## config.mk

```make
export PLATFORM = sky130hd
export DESIGN_NAME = sram_responder
export DESIGN_NICKNAME = d
export VERILOG_FILES = /design/src/rtl/z80bus_pkg.sv /design/src/rtl/sram_responder.sv
export SDC_FILE = /design/constraint.sdc
export NUM_CORES = 1
export LEC_CHECK = 0
export ABC_AREA = 0
export CORE_MARGIN = 3
export CORE_UTILIZATION = 45
export CTS_BUF_LIST = sky130_fd_sc_hd__clkbuf_16
export CTS_CLUSTER_DIAMETER = 200
export DETAILED_ROUTE_END_ITERATION = 8
export PLACE_DENSITY = 0.83
export SLEW_MARGIN = 30
export SYNTH_ARGS = -nofsm -noshare
export SYNTH_HDL_FRONTEND = slang
export SYNTH_SLANG_ARGS = --single-unit
```

## constraint.sdc

```tcl
create_clock -name i_clk -period 4.1 [get_ports i_clk]
set_clock_uncertainty 0.2 [all_clocks]
set_input_delay 0.82 -clock i_clk [delete_from_list [all_inputs] [get_ports i_clk]]
set_output_delay 0.82 -clock i_clk [all_outputs]
set_load 0.01 [all_outputs]
```

## src/rtl/z80bus_pkg.sv

```systemverilog
// Shared definitions for Z80 system-bus responders: FSM state type,
// counter width and default access timing.
package z80bus_pkg;

  localparam int unsigned SRAM_CNT_W = 4;

  localparam int unsigned DEF_RD_WAIT  = 2;
  localparam int unsigned DEF_WR_SETUP = 1;
  localparam int unsigned DEF_WR_PULSE = 2;
  localparam int unsigned DEF_WR_HOLD  = 1;

  typedef enum logic [2:0] {
    ST_IDLE,
    ST_RD,
    ST_WR_SETUP,
    ST_WR_PULSE,
    ST_WR_HOLD,
    ST_ACK
  } sram_state_t;

  // Counter preload for a phase lasting 'cycles' clocks; the phase ends on cnt==0.
  function automatic logic [SRAM_CNT_W-1:0] cnt_load(input int unsigned cycles);
    int unsigned v;
    v = cycles - 1;
    return v[SRAM_CNT_W-1:0];
  endfunction

endpackage

```

## src/rtl/sram_responder.sv

```systemverilog
// System-bus responder driving an external 8-bit asynchronous SRAM with
// parameterised read-wait and write setup/pulse/hold timing.
module sram_responder
  import z80bus_pkg::*;
#(
  parameter int unsigned ADDR_WIDTH = 16,
  parameter int unsigned RD_WAIT    = DEF_RD_WAIT,
  parameter int unsigned WR_SETUP   = DEF_WR_SETUP,
  parameter int unsigned WR_PULSE   = DEF_WR_PULSE,
  parameter int unsigned WR_HOLD    = DEF_WR_HOLD
) (
  input  logic                  i_clk,
  input  logic                  i_reset,
  input  logic [ADDR_WIDTH-1:0] i_addr,
  input  logic [7:0]            i_dat,
  output logic [7:0]            o_dat,
  input  logic                  i_we,
  input  logic                  i_cs,
  output logic                  o_ack,
  output logic [ADDR_WIDTH-1:0] o_sram_addr,
  output logic [7:0]            o_sram_dat,
  input  logic [7:0]            i_sram_dat,
  output logic                  o_sram_dat_oe,
  output logic                  o_sram_ce_n,
  output logic                  o_sram_oe_n,
  output logic                  o_sram_we_n
);

  localparam logic [SRAM_CNT_W-1:0] RD_LOAD    = cnt_load(RD_WAIT);
  localparam logic [SRAM_CNT_W-1:0] SETUP_LOAD = cnt_load(WR_SETUP);
  localparam logic [SRAM_CNT_W-1:0] PULSE_LOAD = cnt_load(WR_PULSE);
  localparam logic [SRAM_CNT_W-1:0] HOLD_LOAD  = cnt_load(WR_HOLD);

  sram_state_t           state;
  logic [SRAM_CNT_W-1:0] cnt;

  // Strobes are set on the transition into each state, so every output is
  // registered and reflects the state being entered in the following cycle.
  always_ff @(posedge i_clk) begin
    if (i_reset) begin
      state         <= ST_IDLE;
      cnt           <= '0;
      o_ack         <= 1'b0;
      o_dat         <= '0;
      o_sram_addr   <= '0;
      o_sram_dat    <= '0;
      o_sram_dat_oe <= 1'b0;
      o_sram_ce_n   <= 1'b1;
      o_sram_oe_n   <= 1'b1;
      o_sram_we_n   <= 1'b1;
    end else begin
      o_ack <= 1'b0;
      unique case (state)
        ST_IDLE: begin
          if (i_cs) begin
            o_sram_addr <= i_addr;
            o_sram_dat  <= i_dat;
            o_sram_ce_n <= 1'b0;
            if (i_we) begin
              state         <= ST_WR_SETUP;
              cnt           <= SETUP_LOAD;
              o_sram_dat_oe <= 1'b1;
            end else begin
              state       <= ST_RD;
              cnt         <= RD_LOAD;
              o_sram_oe_n <= 1'b0;
            end
          end
        end

        ST_RD: begin
          if (cnt == '0) begin
            o_dat       <= i_sram_dat;
            state       <= ST_ACK;
            o_ack       <= 1'b1;
            o_sram_ce_n <= 1'b1;
            o_sram_oe_n <= 1'b1;
          end else begin
            cnt <= cnt - 1'b1;
          end
        end

        ST_WR_SETUP: begin
          if (cnt == '0) begin
            state       <= ST_WR_PULSE;
            cnt         <= PULSE_LOAD;
            o_sram_we_n <= 1'b0;
          end else begin
            cnt <= cnt - 1'b1;
          end
        end

        ST_WR_PULSE: begin
          if (cnt == '0) begin
            o_sram_we_n <= 1'b1;
            if (WR_HOLD > 0) begin
              state <= ST_WR_HOLD;
              cnt   <= HOLD_LOAD;
            end else begin
              state         <= ST_ACK;
              o_ack         <= 1'b1;
              o_sram_ce_n   <= 1'b1;
              o_sram_dat_oe <= 1'b0;
            end
          end else begin
            cnt <= cnt - 1'b1;
          end
        end

        ST_WR_HOLD: begin
          if (cnt == '0) begin
            state         <= ST_ACK;
            o_ack         <= 1'b1;
            o_sram_ce_n   <= 1'b1;
            o_sram_dat_oe <= 1'b0;
          end else begin
            cnt <= cnt - 1'b1;
          end
        end

        ST_ACK: begin
          state <= ST_IDLE;
        end

        default: begin
          state <= ST_IDLE;
        end
      endcase
    end
  end

endmodule
```

# After elaboration in Yosys (flattened, before gate mapping)
# Index checks and enable logic that the tools add are counted.
[word_totals] regBits=44 latchBits=0 ramBits=0 romBits=0 inputBits=36 output_inout_bits=37 memories=0
[op_classes] n_addsub=1 n_mul=0 n_div=0 n_lt_le_gt_ge=0 eq_ne=13 shift=0 muxes=24 bitwise_logic=1 reduce_logical=17
[ops] operator="4-bit 2-to-1 mux" count=4
[ops] operator="2-bit inequality test (second input constant)" count=8
[ops] operator="4-bit one-hot mux with 4 select lines" count=1
[ops] operator="3-bit 2-to-1 mux" count=4
[ops] operator="3-bit one-hot mux with 4 select lines" count=1
[ops] operator="4-bit AND reduction" count=3
[ops] operator="1-bit 2-to-1 mux" count=9
[ops] operator="3-bit AND reduction" count=3
[ops] operator="1-bit one-hot mux with 2 select lines" count=4
[ops] operator="2-bit nonzero test" count=4
[ops] operator="3-bit by 2-bit equality test with 1-bit output (second input constant)" count=2
[ops] operator="4-bit zero test" count=1
[ops] operator="2-bit AND reduction" count=2
[ops] operator="4-bit nonzero test" count=1
[ops] operator="2-bit OR reduction" count=2
[ops] operator="4-bit by 1-bit subtractor with 4-bit output (second input constant)" count=1
[ops] operator="3-bit by 1-bit equality test with 1-bit output (second input constant)" count=1
[ops] operator="3-bit equality test (second input constant)" count=1
[ops] operator="3-bit zero test" count=1
[ops] operator="2-bit 2-to-1 mux" count=1
[ops] operator="2-bit by 1-bit inequality test with 1-bit output (second input constant)" count=1
[ops] operator="1-bit inverter" count=1

# Depth between registers and ports, before layout
[depth] ltp_word=4 depth_mapped=7 depth_no_buf=6

# Least setup slack after synthesis
# Ideal clock, no wire load.
[synth_path] path_type="input port to flip-flop" start="in i_cs" end="reg o_sram_ce_n" arrival_ns=1.673 slack_ns=2.104 path_stages=6 n_path_buf=2 path_cell_list="nand2b_1 > or3_1 > buf_2 > buf_2 > a21oi_1 > nand2_1"
[synth_between] elab_chain_len=2
[synth_lines] element="start, declared" line_no="sram_responder.sv:18" source="input logic i_cs,"
[synth_lines] element="2-bit inequality test (no line)"
[synth_lines] element="3-bit AND reduction (no line)"
[synth_lines] element="end signal, assigned" line_no="sram_responder.sv:48" source="o_sram_ce_n <= 1'b1;"
[synth_lines] element="end signal, assigned" line_no="sram_responder.sv:58" source="o_sram_ce_n <= 1'b0;"
[synth_lines] element="end signal, assigned" line_no="sram_responder.sv:76" source="o_sram_ce_n <= 1'b1;"
[synth_lines] element="end, declared" line_no="sram_responder.sv:24" source="output logic o_sram_ce_n,"
# No other way between the ends.
# A chain may end at the register's enable or synchronous reset.

# Worst setup path after layout
[layout_path] start="reg state[0]" end="reg cnt[3]"
[layout_between] elab_chain_len=4
[layout_lines] element="start, declared" line_no="sram_responder.sv:34" source="sram_state_t state;"
[layout_lines] element="start signal, assigned" line_no="sram_responder.sv:41" source="state <= ST_IDLE;"
[layout_lines] element="start signal, assigned" line_no="sram_responder.sv:60" source="state <= ST_WR_SETUP;"
[layout_lines] element="start signal, assigned" line_no="sram_responder.sv:64" source="state <= ST_RD;"
[layout_lines] element="3-bit equality test / 3-bit by 1-bit equality test with 1-bit output (equally long branches)" line_no="sram_responder.sv:53" source="unique case (state)"
[layout_lines] element="2-bit OR reduction (no line)"
[layout_lines] element="2-bit inequality test (no line) / 4-bit nonzero test (equally long branches)"
[layout_lines] element="3-bit AND reduction (no line)"
[layout_lines] element="end signal, assigned" line_no="sram_responder.sv:79" source="cnt <= cnt - 1'b1;"
[layout_lines] element="end signal, assigned" line_no="sram_responder.sv:89" source="cnt <= cnt - 1'b1;"
[layout_lines] element="end signal, assigned" line_no="sram_responder.sv:106" source="cnt <= cnt - 1'b1;"
[layout_lines] element="end, declared" line_no="sram_responder.sv:35" source="logic [SRAM_CNT_W-1:0] cnt;"
# Parallel ways exist; a longest one is shown, timed or not.

==> impl_metrics.csv <==
group,metric,value,unit
timing,timing.final.ws_setup,1.48,ns
clocking,numCtsBuffers,5,
placed_design,post_dp_cell_area,0.00256,mm²
layout,seq_area,881,µm²
placed_design,finalWeightedCongestion,0.801,
clocking,cts.repair.resized,0,
layout,fillers,311,
clocking,numClockSinks,44,
job,drv_cap,0,
yosys,synthCells,225,
global_route,track_usage,19.6,%
setup_path,cp.arrival,2.63,ns
layout,final_cell_area,0.00269,mm²
floorplan,rows,22,
layout,multiInputGateArea,865,µm²
timing,rsz0062_at_grt,"false",
layout,diodes,0,
global_route,grt_pass1_wl,7800,µm
drt,drtAntennaViolNets,0,
setup_path,cp-end-kind,"flip-flop",
clocking,cts.hold.buffers_added,0,
drt,drc_errors,0,
floorplan,die_h,69.8,µm
drt,vias,1761,
yosys,ys_warn_count,0,
placed_design,port-buffer-count,72,
clocking,post-cts-setup-buffer-count,0,
timing,maxSlewViolCount,0,
yosys,netlist_area,0.00183,mm²
worst_hold_path,hold_path_class,"flip-flop to flip-flop",
layout,area_delta_synth_final,46.9,%
setup_path,reg2reg_slack,1.48,ns
power_and_ir_drop,pwr_density_cell,653,mW/mm²
yosys,synth_area_per_cell,8.15,µm²
yosys,synth_seq_cells,44,
drt,wire_per_inst,13.6,µm
layout,fin_nets,327,
drt,wl,4590,µm
drt,viasPerCell,5.23,
clocking,path_clk_slew,0.06,ns
global_route,grt_pass1_vias,1713,
setup_path,cp-start-kind,"flip-flop",
floorplan,core,0.00380,mm²
timing,fin_setup_tns,0,ns
timing,finalHoldViolations,0,
yosys,synth-seq-area-share,48.0,%
clocking,clk_latency,0.28,ns
layout,fin_util,70.9,%
clocking,clk_path_buf_depth,2,
layout,drive_above_1_share,5.54,%
clocking,cts_root_buf,"clkbuf_16",
setup_path,worstPathRequired,4.11,ns
power_and_ir_drop,vdd_ir_drop_max,0.320,mV
yosys,synth_nets,263,
setup_path,critPathKind,"flip-flop to flip-flop",
global_route,grt_antenna_before_repair,0,
timing,post-route-period-util,63.9,%
floorplan,initial_utilization,48.3,%
timing,max_freq,381,MHz
floorplan,ios,73,
drt,firstDrtPassIters,4,
power_and_ir_drop,p_leak,0.974,nW
drt,first_iter_violations,194,
yosys,synthDistinctLibCells,41,
clocking,h-tree-depth,2,
placed_design,hpwl,3170,µm
floorplan,die_x,69.8,µm
setup_path,crit_fanout,16,
outcome,status,"completed",
layout,stdcell_count,337,
timing,maxSlewHeadroom,36.6,%
global_route,grt_max_degree,27,
placed_design,place_inst,330,
global_route,grt_overflow_total,0,
timing,period_minus_slack,2.62,ns
placed_design,place_ws,1.22,ns
clocking,cts_tree,"yes",
timing,finalSetupViolCount,0,
floorplan,die-area,0.00488,mm²
timing,worstMarginPinSlew,0.949,ns
## logic make-up (layout without fill, tap and decap cells)
| family | after synthesis | in the layout | synth area share (%) |
|---|---|---|---|
| simple gates | 96 | 96 | 24.4 |
| flops | 44 | 44 | 48.0 |
| fa+ha+maj | 2 | 2 | 1.36 |
| buf+inv | 21 | 85 | 5.18 |
| xor+xnor | 1 | 1 | 0.478 |
| mux | 3 | 3 | 1.64 |
| compound gates | 58 | 58 | 18.9 |
## final timing paths
path	from	end	cells after the start
worst max-delay path	state[0]	cnt[3]	4
worst max register to register	state[0]	cnt[3]	4
worst min-delay path	o_dat[3]	o_dat[3]	2
worst min register to register	o_dat[3]	o_dat[3]	2
## state kept, by name (all words and copies together) (netlist names)
register,count
o_sram_oe_n,1
o_sram_addr,16
cnt,4
o_ack,1
o_sram_ce_n,1
o_dat,8
o_sram_we_n,1
o_sram_dat,8
state,3
o_sram_dat_oe,1
## cell usage after synthesis
cell / count / area, µm²
a21o_1: 1 / 7.51
or3_1: 1 / 6.26
a311o_1: 1 / 10.0
o21a_4: 1 / 15.0
buf_6: 1 / 11.3
a2111oi_2: 1 / 15.0
clkbuf_1: 7 / 26.3
nand2_1: 64 / 240
or3b_1: 1 / 8.76
o22ai_1: 3 / 18.8
and3_1: 1 / 6.26
xnor2_1: 1 / 8.76
a21oi_1: 37 / 185
and2_1: 1 / 6.26
a2bb2oi_1: 1 / 8.76
nor4b_4: 1 / 23.8
a221oi_1: 1 / 8.76
nand3_1: 9 / 45.0
a21boi_0: 1 / 7.51
buf_1: 2 / 7.51
nand3b_1: 1 / 7.51
mux2i_1: 3 / 30.0
dfxtp_1: 44 / 881
nand2b_1: 3 / 18.8
or4_1: 1 / 7.51
ha_1: 2 / 25.0
a211oi_2: 1 / 12.5
inv_1: 4 / 15.0
o41ai_1: 1 / 8.76
clkbuf_2: 1 / 5.00
nor2b_1: 2 / 12.5
nor3b_2: 1 / 12.5
a22oi_1: 1 / 7.51
o21ai_0: 6 / 30.0
nor3_1: 1 / 5.00
a31oi_1: 1 / 6.26
nor2_1: 7 / 26.3
buf_2: 6 / 30.0
o21ai_1: 1 / 5.00
nor4b_1: 1 / 8.76
and4bb_2: 1 / 12.5
## power by group
group / switching (mW) / internal [mW]
sequential: 0.103 / 0.536
combinational: 0.384 / 0.359
clock: 0.155 / 0.221
total: 0.643 / 1.12
## critical path, cell delays in order, from the launching register on
cell and delay [ns]:
dfxtp_1 0.68, nor2b_1 0.79, o21ai_1 0.22, a2111oi_2 0.43
mux2i_1 0.23
## per-layer routing
metal / GRT usage, % / up-vias / share of wire, % / wire (µm)
met5: 0 / - / 0 / 0
met4: 6.38 / 0 / 1.2 / 55
met3: 6.96 / 8 / 8.8 / 403
met2: 32.3 / 63 / 48 / 2210
met1: 23.6 / 797 / 42 / 1920
li1: - / 893 / - / -
## layout make-up
type | instances | area share (%)
Timing Repair Buffer | 74 | 27.3
Clock inverter | 2 | 0.464
Inverter | 4 | 0.557
Clock buffer | 5 | 4.64
Sequential cell | 44 | 32.7
Multi-Input combinational cell | 160 | 32.1
Tap cell | 48 | 2.23
## stage by stage
| stage | power, mW | hold WS (ns) |
|---|---|---|
| final | 1.76 | 0.252 |
| after global routing | 1.87 | 0.272 |
| after CTS | 1.77 | 0.254 |
| after detailed placement | 1.38 | 0.246 |
| after global placement | 1.37 | 0.241 |
| after floorplan | 1.13 | 0.273 |
## cells in the final DEF, fill, tap and decap left out, types with 2 or more instances in the layout
master / n
a21oi_1: 37
nand3_1: 9
mux2i_1: 3
ha_1: 2
nand2b_1: 3
nor2b_1: 2
clkdlybuf4s50_1: 72
dfxtp_1: 44
clkbuf_16: 5
inv_1: 4
nand2_1: 64
o21ai_0: 6
o22ai_1: 3
nor2_1: 7
buf_4: 2
Power figures use the tool's default switching activity.
